===== config.mk =====
export PLATFORM = sky130hd
export DESIGN_NAME = stdp_learning_unit_flat
export DESIGN_NICKNAME = d
export VERILOG_FILES = /design/src/rtl/stdp_learning_unit_pkg.sv /design/src/rtl/stdp_learning_unit_if.sv /design/src/rtl/stdp_learning_unit_trace_bank.sv /design/src/rtl/stdp_learning_unit.sv /design/src/flat_wrapper.sv
export SDC_FILE = /design/constraint.sdc
export NUM_CORES = 1
export LEC_CHECK = 0
export BUFFER_PORTS_ARGS = -buffer_cell sky130_fd_sc_hd__clkbuf_2
export CAP_MARGIN = 10
export CORE_MARGIN = 2
export CORE_UTILIZATION = 50
export CTS_CLUSTER_SIZE = 8
export DETAILED_ROUTE_END_ITERATION = 6
export HOLD_SLACK_MARGIN = 0.15
export PLACE_DENSITY_LB_ADDON = 0.2
export SYNTH_ARGS = -nofsm -noshare
export SYNTH_HDL_FRONTEND = slang
export SYNTH_SLANG_ARGS = --single-unit

===== constraint.sdc =====
create_clock -name clk -period 4.9 [get_ports clk]
set_input_delay 0 -clock clk [delete_from_list [all_inputs] [get_ports clk]]
set_output_delay 0 -clock clk [all_outputs]
set_load 0.005 [all_outputs]

===== src/rtl/stdp_learning_unit_pkg.sv =====
`default_nettype none
// ============================================================================
// Module   : stdp_learning_unit_pkg
// Brief    : Shared constants, state encoding and shift-magnitude helper
//            for the STDP learning unit.
// Revision : 1.0
// ============================================================================
package stdp_learning_unit_pkg;

    localparam int ID_W   = 4;
    localparam int AGE_W  = 4;
    localparam int N      = 1 << ID_W;
    localparam int WINDOW = 8;

    localparam int STATE_W = 1;
    localparam logic [STATE_W-1:0] S_IDLE = 1'b0;
    localparam logic [STATE_W-1:0] S_SCAN = 1'b1;

    // Exponential-ish decay: amplitude halves per age step, zero outside the window.
    function automatic logic [7:0] mag(input logic [7:0] amp, input logic [AGE_W-1:0] age);
        if (age >= AGE_W'(WINDOW))
            mag = 8'd0;
        else
            mag = amp >> age;
    endfunction

endpackage
`default_nettype wire


===== src/rtl/stdp_learning_unit_if.sv =====
`default_nettype none
// ============================================================================
// Module   : stdp_learning_unit_if
// Brief    : Spike-event handshake plus weight-store learning port.
// Revision : 1.0
// ============================================================================
interface stdp_learning_unit_if #(
    parameter int ID_W = 4
);
    logic                spike_valid;
    logic                spike_ready;
    logic                spike_is_post;
    logic [ID_W-1:0]     spike_id;
    logic                learn_enable;
    logic [2*ID_W-1:0]   learn_addr;
    logic [7:0]          learn_delta;

    modport master (
        output spike_valid, spike_is_post, spike_id,
        input  spike_ready, learn_enable, learn_addr, learn_delta
    );

    modport slave (
        input  spike_valid, spike_is_post, spike_id,
        output spike_ready, learn_enable, learn_addr, learn_delta
    );
endinterface
`default_nettype wire


===== src/rtl/stdp_learning_unit_trace_bank.sv =====
`default_nettype none
// ============================================================================
// Module   : stdp_trace_bank
// Brief    : N saturating age counters with tick, single-index clear and a
//            combinational read port.
// Revision : 1.0
// ============================================================================
module stdp_trace_bank #(
    parameter int ID_W   = 4,
    parameter int AGE_W  = 4,
    parameter int WINDOW = 8
) (
    input  wire logic             clk,
    input  wire logic             rst,
    input  wire logic             i_tick,
    input  wire logic             i_clr_en,
    input  wire logic [ID_W-1:0]  i_clr_idx,
    input  wire logic [ID_W-1:0]  i_rd_idx,
    output logic      [AGE_W-1:0] o_rd_age
);
    localparam int                c_n      = 1 << ID_W;
    localparam logic [AGE_W-1:0]  c_window = AGE_W'(WINDOW);

    logic [c_n-1:0][AGE_W-1:0] w_ages;

    generate
        for (genvar g = 0; g < c_n; g++) begin : g_age
            logic [AGE_W-1:0] r_age;

            // A clear (new spike) takes priority over a same-cycle tick.
            always_ff @(posedge clk) begin
                if (rst)
                    r_age <= c_window;
                else if (i_clr_en && (i_clr_idx == ID_W'(g)))
                    r_age <= '0;
                else if (i_tick && (r_age < c_window))
                    r_age <= r_age + AGE_W'(1);
            end

            assign w_ages[g] = r_age;
        end
    endgenerate

    assign o_rd_age = w_ages[i_rd_idx];

endmodule
`default_nettype wire


===== src/rtl/stdp_learning_unit.sv =====
`default_nettype none
// ============================================================================
// Module   : stdp_learning_unit
// Brief    : STDP engine: per accepted spike, scans all partner traces and
//            emits signed weight deltas to the weight store.
// Revision : 1.0
// ============================================================================
module stdp_learning_unit
    import stdp_learning_unit_pkg::*;
#(
    parameter logic [7:0] A_PLUS  = 8'd32,
    parameter logic [7:0] A_MINUS = 8'd24
) (
    input  wire logic           clk,
    input  wire logic           rst,
    input  wire logic           time_tick,
    input  wire logic           learn_on,
    stdp_learning_unit_if.slave bus,
    output logic                busy,
    output logic [31:0]         update_count
);
    localparam logic [ID_W-1:0] c_last_k = ID_W'(N - 1);

    logic [STATE_W-1:0]  r_state;
    logic                r_is_post;
    logic [ID_W-1:0]     r_id;
    logic [ID_W-1:0]     r_k;
    logic                r_learn_enable;
    logic [2*ID_W-1:0]   r_learn_addr;
    logic [7:0]          r_learn_delta;
    logic [31:0]         r_update_count;

    logic                w_accept;
    logic [AGE_W-1:0]    w_pre_age;
    logic [AGE_W-1:0]    w_post_age;
    logic [AGE_W-1:0]    w_age;
    logic [7:0]          w_amp;
    logic [7:0]          w_mag;
    logic                w_emit;
    logic [7:0]          w_delta;
    logic [2*ID_W-1:0]   w_addr;

    assign w_accept = bus.spike_valid && (r_state == S_IDLE);

    stdp_trace_bank #(.ID_W(ID_W), .AGE_W(AGE_W), .WINDOW(WINDOW)) u_pre_bank (
        .clk       (clk),
        .rst       (rst),
        .i_tick    (time_tick),
        .i_clr_en  (w_accept && !bus.spike_is_post),
        .i_clr_idx (bus.spike_id),
        .i_rd_idx  (r_k),
        .o_rd_age  (w_pre_age)
    );

    stdp_trace_bank #(.ID_W(ID_W), .AGE_W(AGE_W), .WINDOW(WINDOW)) u_post_bank (
        .clk       (clk),
        .rst       (rst),
        .i_tick    (time_tick),
        .i_clr_en  (w_accept && bus.spike_is_post),
        .i_clr_idx (bus.spike_id),
        .i_rd_idx  (r_k),
        .o_rd_age  (w_post_age)
    );

    // Post spike pairs with pre traces (potentiation), pre spike with post traces (depression).
    assign w_age   = r_is_post ? w_pre_age : w_post_age;
    assign w_amp   = r_is_post ? A_PLUS : A_MINUS;
    assign w_mag   = mag(w_amp, w_age);
    assign w_emit  = (r_state == S_SCAN) && learn_on && (w_mag != 8'd0);
    assign w_delta = r_is_post ? w_mag : (~w_mag + 8'd1);
    assign w_addr  = r_is_post ? {r_id, r_k} : {r_k, r_id};

    always_ff @(posedge clk) begin
        if (rst) begin
            r_state        <= S_IDLE;
            r_is_post      <= 1'b0;
            r_id           <= '0;
            r_k            <= '0;
            r_learn_enable <= 1'b0;
            r_learn_addr   <= '0;
            r_learn_delta  <= '0;
            r_update_count <= '0;
        end else begin
            case (r_state)
                S_IDLE: begin
                    if (w_accept) begin
                        r_state   <= S_SCAN;
                        r_is_post <= bus.spike_is_post;
                        r_id      <= bus.spike_id;
                        r_k       <= '0;
                    end
                end
                S_SCAN: begin
                    r_k <= r_k + ID_W'(1);
                    if (r_k == c_last_k)
                        r_state <= S_IDLE;
                end
                default: r_state <= S_IDLE;
            endcase

            r_learn_enable <= w_emit;
            r_learn_addr   <= w_emit ? w_addr : '0;
            r_learn_delta  <= w_emit ? w_delta : 8'd0;
            r_update_count <= r_update_count + 32'(w_emit);
        end
    end

    assign bus.spike_ready  = (r_state == S_IDLE);
    assign bus.learn_enable = r_learn_enable;
    assign bus.learn_addr   = r_learn_addr;
    assign bus.learn_delta  = r_learn_delta;
    assign busy             = (r_state == S_SCAN);
    assign update_count     = r_update_count;

endmodule
`default_nettype wire


===== src/flat_wrapper.sv =====
// flat-port wrapper written by rule: the top's interface ports become plain ports
module stdp_learning_unit_flat import stdp_learning_unit_pkg::*;
#(
    parameter logic [7:0] A_PLUS  = 8'd32,
    parameter logic [7:0] A_MINUS = 8'd24
)
  (clk, rst, time_tick, learn_on, busy, update_count, bus_spike_valid, bus_spike_is_post, bus_spike_id, bus_spike_ready, bus_learn_enable, bus_learn_addr, bus_learn_delta);
  stdp_learning_unit_if #(.ID_W(4)) bus_i ();
  input  wire logic clk;
  input  wire logic rst;
  input  wire logic time_tick;
  input  wire logic learn_on;
  output logic busy;
  output logic [31:0] update_count;
  input wire logic [$bits(bus_i.spike_valid)-1:0] bus_spike_valid;
  input wire logic [$bits(bus_i.spike_is_post)-1:0] bus_spike_is_post;
  input wire logic [$bits(bus_i.spike_id)-1:0] bus_spike_id;
  output wire logic [$bits(bus_i.spike_ready)-1:0] bus_spike_ready;
  output wire logic [$bits(bus_i.learn_enable)-1:0] bus_learn_enable;
  output wire logic [$bits(bus_i.learn_addr)-1:0] bus_learn_addr;
  output wire logic [$bits(bus_i.learn_delta)-1:0] bus_learn_delta;
  assign bus_i.spike_valid = bus_spike_valid;
  assign bus_i.spike_is_post = bus_spike_is_post;
  assign bus_i.spike_id = bus_spike_id;
  assign bus_spike_ready = bus_i.spike_ready;
  assign bus_learn_enable = bus_i.learn_enable;
  assign bus_learn_addr = bus_i.learn_addr;
  assign bus_learn_delta = bus_i.learn_delta;
  stdp_learning_unit #(.A_PLUS(A_PLUS), .A_MINUS(A_MINUS)) u_core (.clk(clk), .rst(rst), .time_tick(time_tick), .learn_on(learn_on), .bus(bus_i), .busy(busy), .update_count(update_count));
endmodule

# Word-level counts from Yosys, hierarchy flattened
# Cells that the tools add are included.
# totals
elab_cells,378
in_bits,10
register_bits,187
# op_classes
order_cmp,34
mux,78
add_sub_neg,35
reduce_logical,138
n_eq_ne,17
shift,1
bitwise_logic,3
# op_table
cell,count
4-bit 2-to-1 mux,68
"4-bit by 1-bit adder with 4-bit output, second input constant",33
"4-bit < comparator, second input constant",32
1-bit logical AND,69
2-bit OR reduction,33
2-bit nonzero test,32
"4-bit == test, second input constant",9
32-bit by 1-bit adder with 32-bit output,1
4-bit binary-select mux with 4-bit select,2
8-bit 2-to-1 mux,3
"4-bit by 3-bit == test with 1-bit output, second input constant",4
"8-bit by 1-bit adder with 8-bit output, second input constant",1
"4-bit by 2-bit == test with 1-bit output, second input constant",2
8-bit inverter,1
4-bit one-hot mux with 2 select lines,1
8-bit nonzero test,1
8-bit by 4-bit right shift with 8-bit output,1
6-bit 2-to-1 mux,1
"4-bit by 5-bit < comparator with 1-bit output, second input constant",1
"4-bit by 1-bit == test with 1-bit output, second input constant",1
"4-bit >= comparator, second input constant",1
4-bit zero test,1
1-bit 2-to-1 mux,2
"2-bit by 1-bit inequality test with 1-bit output, second input constant",1
4 further kinds,5

# Longest topological paths before layout
# logic_depth
depth_word,9
mapped_depth,25

# By module
# A second synthesis with hierarchy kept.
# unflattened
hier_cells,976
area_unflattened_um2,9646.8
# by_module_without_submodules
module,area_each_um2,cells_per_inst,n_inst
stdp_trace_bank at u_core.u_pre_bank,3432.0,331,1
stdp_trace_bank at u_core.u_post_bank,3430.8,331,1
stdp_learning_unit,2783.9,314,1

# Worst setup path after synthesis
# Ideal clock, no wire load.
# synth_timing
path_kind,register to register
startpoint,register u_core.r_k[0]
endpoint,"register u_core.r_update_count[29], in the netlist u_core.update_count[29]"
period_less_slack_ps,5021
path_buffers,2
setup_time_ps,70
t_required_ps,4830
path_stages_with_launch,23
t_arrival_ps,4951
slack_ps,-121
path_cell_list,dfxtp_1 -> buf_4 -> buf_1 -> mux4_2 -> mux4_2 -> nand2_1 -> and2_1 -> inv_1 -> ha_1 -> nand2_1 -> o22ai_1 -> nand2_1 -> ha_1 -> a21oi_1 -> ha_1 -> nand3_1 -> nor3_1 -> nor2b_1 -> and2_1 -> nor2b_1 -> nand2_1 -> or3_1 -> a21oi_1
# synth_between
elab_chain_cells,8
elab_cells_between_ends,11
# synth_lines
item,line,source
start: declaration,stdp_learning_unit.sv:27,logic [ID_W-1:0] r_k;
start signal: assignment,stdp_learning_unit.sv:94,r_k <= r_k + ID_W'(1);
4-bit binary-select mux with 4-bit select,stdp_learning_unit_trace_bank.sv:44,assign o_rd_age = w_ages[i_rd_idx];
4-bit 2-to-1 mux (implied by the code),stdp_learning_unit_trace_bank.sv:44,
4-bit 2-to-1 mux *,stdp_learning_unit.sv:66,assign w_age = r_is_post ? w_pre_age : w_post_age;
8-bit by 4-bit right shift with 8-bit output / 4-bit >= comparator (equally long branches),"stdp_learning_unit_pkg.sv:24, stdp_learning_unit_pkg.sv:21",
8-bit 2-to-1 mux *,stdp_learning_unit_pkg.sv:21,if (age >= AGE_W'(WINDOW))
8-bit nonzero test *,stdp_learning_unit.sv:69,assign w_emit = (r_state == S_SCAN) && learn_on && (w_mag != 8'd0);
1-bit logical AND *,stdp_learning_unit.sv:69,
named net u_core.w_emit,stdp_learning_unit.sv:39,logic w_emit;
32-bit by 1-bit adder with 32-bit output *,stdp_learning_unit.sv:104,r_update_count <= r_update_count + 32'(w_emit);
end signal: assignment,stdp_learning_unit.sv:104,
end: declaration,stdp_learning_unit.sv:31,logic [31:0] r_update_count;
# Mark *: on every way through the listed nets, which the timed path passes. The rest lies on a longest branch. The select of a mux whose other input is x is not followed.
# A chain may end at the register's enable or synchronous reset.

# Final worst setup path
# layout_timing
startpoint,register u_core.r_k[0]
endpoint,"register u_core.r_update_count[22], in the netlist u_core.update_count[22]"
# The elaborated chain is that of the path after synthesis.

==> results.toml <==
[sta]
fmax_mhz = 218
tightest_slew_ns = 1.01
hold_violations = 0
finalSetupViolations = 0
setup-tns-final_ns = 0
layout_min_cycle_time_ns = 4.59
fin_crit_sh_pct = 93.6
rsz0062_at_grt = "false"
fin_hold_ws_ns = 0.173
skew_ns = 0.0163
slew_headroom_pct = 33.0
slew_viol_final = 0
fin_ws_ns = 0.313

[cells_and_area]
seq_area_um2 = 3740
drive_above_1_share_pct = 16.7
final_util_pct = 58.8
layout.cells.non_filler = 1297
nets = 1104
fill_cells = 1606
multi_input_area_um2 = 5320
antenna-diode-count = 0
area_delta_synth_final_pct = 14.2

[worst_setup_path]
rr_worst_depth = 21
required_ns = 5.19
cpMostUsedCell = "ha_1"
r2r-end = "u_core.update_count[22]"
cp.arrival_ns = 4.88
cp_num_buf_inv = 3
path_cells = "buf_12, mux4_2, mux4_2, nand2_1, and2_1, inv_1, ha_1, nand2_1, o22ai_1, nand2_1, ha_1, a21oi_1, ha_1, ha_1, nand3_1, nor2_1, buf_4, and2_1, nand4_1, xor2_1, nor2_1"
start_kind = "flip-flop"
end_kind = "flip-flop"
rrSetupSlack_ns = 0.31
worstSetupPathType = "flip-flop to flip-flop"
cp_slowest_stage_delay_ns = 0.50
cp_max_fo = 21
crit_slowest_cell = "mux4_2"
cp_top_family = "simple AND/OR/NAND/NOR gates"
reg2reg_from = "u_core.r_k[0]"

[route]
via_per_inst = 5.62
antenna_left = 0
routed-via-count = 7285
drt_iter0_drc = 515
totalWireLength_um = 22200
detail_route.wl_per_cell_um = 17.1
drc = 0
firstDrtPassIters = 5

[floorplanning]
start_util_pct = 51.5
die_w_um = 141
design.die.area_um2 = 19800
rows = 49
ios = 61
die_height_um = 141
fp.coreArea_um2 = 18100

[global_route]
grt_pass1_vias = 6902
grt_antenna_before_repair = 0
grt_max_degree = 107
grtUsageTotal_pct = 23.2
grt-ovfl-total = 0
grt_pass1_wl_um = 36400

[pwr]
power.static_leakage_nw = 4.20
power.density_nw_per_um2 = 301
peakVddDrop_mv = 0.221

[clocking]
cts_tree = "yes"
clock_path_buffers = 2
clock_latency_ns = 0.44
root_buffer = "clkbuf_16"
clkTransAtPathRegs_ns = 0.07
cts.htree.levels = 4
cts.sinks = 187
cts_buffers = 17

[synthesis]
synth_edf_count = 0
ys_types = 59
syn_nets = 1036
netlist_area_um2 = 9340
ys_seq_elements = 187
avgSynthCellArea_um2 = 9.45
seq_area_frac_synth_pct = 40.1
synth_area_leaders = "dfxtp_1 (40%), mux2i_1 (7.5%), nor2_1 (7.4%), ha_1 (5.1%), xor2_1 (5.1%)"
synth_top_flop_cell = "dfxtp_1"
synthCells = 988
ys_async_sr_fraction_pct = 0
yosys.area.top_type = "dfxtp_1"
yosys.cell_count.top_type = "dfxtp_1"
yosysWarnings = 0
synth_top_cell_area_share_pct = 40.1
synth_top_cells_by_count = "dfxtp_1 (187), nor2_1 (183), nand2_1 (74), mux2i_1 (70), xor2_1 (54)"

[place]
pre_cts_slack_ns = 0.0105
gp_congestion = 0.879
io_buffer_count = 60
place_inst = 1251
dp_hpwl_um = 15700

[min_path]
hold_end = "u_core.update_count[0]"
hp-start = "learn_on"
hold_path.class = "input pin to flip-flop"
hold_depth = 5

[run_status]
status = "completed"

[run]
maxCapViolCount = 0
## what timing repair did
item                                    4_1_cts  5_1_grt
endpoints found under the setup margin        1        7
hold buffers                                 14        0
buffers inserted                              0        0
gates resized for setup                       1        7
endpoints found under the hold margin        10        0
cloned                                        0        1
## routing by layer
| metal | routed length, um | global-route usage (%) |
|---|---|---|
| met5 | 0 | 0 |
| met2 | 10100 | 36.0 |
| met3 | 1180 | 4.79 |
| met4 | 343 | 6.21 |
| met1 | 10600 | 32.9 |
## how the worst max path moves through the flow
stage / start / end / slack [ns] / cells past startpoint
after detailed placement: u_core.r_k[0] / u_core.update_count[29] / 0.01 / 21
after global placement: u_core.r_k[0] / u_core.update_count[29] / 0.13 / 21
after CTS: u_core.r_k[0] / u_core.update_count[29] / 0.07 / 21
after global routing: u_core.r_k[0] / u_core.update_count[26] / 0.01 / 21
final: u_core.r_k[0] / u_core.update_count[22] / 0.31 / 21
after floorplan: u_core.r_k[1] / u_core.update_count[29] / 0.05 / 25
## kinds of logic after synthesis
kind of cell,Yosys count,share of synthesized area [%]
xor gates and xnor gates,94,8.81
buffers and inverters,52,3.27
and+or+nand+nor,401,20.0
AOI/OAI and AO/OA,122,9.87
muxes,94,12.9
DFF,187,40.1
adders and majority gates,38,5.09
## area by class of cell
type,instances,area share [%]
Clock buffer,18,4.02
Clock inverter,13,1.80
Inverter,6,0.211
Multi-Input combinational cell,749,49.9
Sequential cell,187,35.1
Tap cell,229,2.69
Timing Repair Buffer,95,6.24
## power breakdown
| group | total, mW | internal (mW) | switching (mW) |
|---|---|---|---|
| Clock | 1.48 | 0.859 | 0.619 |
| Sequential | 1.54 | 1.53 | 0.0108 |
| Combinational | 0.191 | 0.0805 | 0.110 |
## cell usage in the layout, fill, tap and decap left out, types with 5 or more instances in the layout
master and n:
or2_2 33, nand2_1 74, and2_1 5, nand3_1 20, clkbuf_2 59, a41oi_1 32
buf_4 16, ha_1 38, and3_1 7, and4_1 6, mux4_2 16, clkbuf_16 18
or3_1 5, a22oi_1 10, a21oi_1 19, o21bai_1 32, inv_1 6, dfxtp_1 186
dlygate4sd3_1 14, nor2b_1 44, o21ai_0 7, nand4_1 7, xnor2_1 40, nor2_1 182
xor2_1 54, mux2i_1 70
## metrics by stage
stage | cell area (um2) | total power [mW]
finish | 10700 | 3.21
global route | 10700 | 3.32
CTS | 10600 | 3.22
detailed placement | 9850 | 1.75
global placement | 9850 | 1.75
floorplan | 9340 | 1.71
## state kept, by name, summed over array words and instances, names as in the netlist, 4 cells and up
| signal | flops |
|---|---|
| u_core.r_k | 4 |
| u_core.r_id | 4 |
| u_core.update_count | 32 |
| u_core.bus.learn_delta | 8 |
| u_core.bus.learn_addr | 8 |
| u_core.u_pre_bank.g_age.r_age | 64 |
| u_core.u_post_bank.g_age.r_age | 64 |
## worst reg2reg max path, cell delays in order (launching register included)
cell     delay (ns)
dfxtp_1        0.36
buf_12         0.18
mux4_2         0.51
mux4_2         0.49
nand2_1        0.09
and2_1         0.18
inv_1          0.06
ha_1           0.29
nand2_1        0.05
o22ai_1        0.13
nand2_1        0.10
ha_1           0.27
a21oi_1        0.18
ha_1           0.20
ha_1           0.24
nand3_1        0.21
nor2_1         0.22
buf_4          0.16
and2_1         0.16
nand4_1        0.12
xor2_1         0.17
nor2_1         0.06
Power figures use the tool's default switching activity.
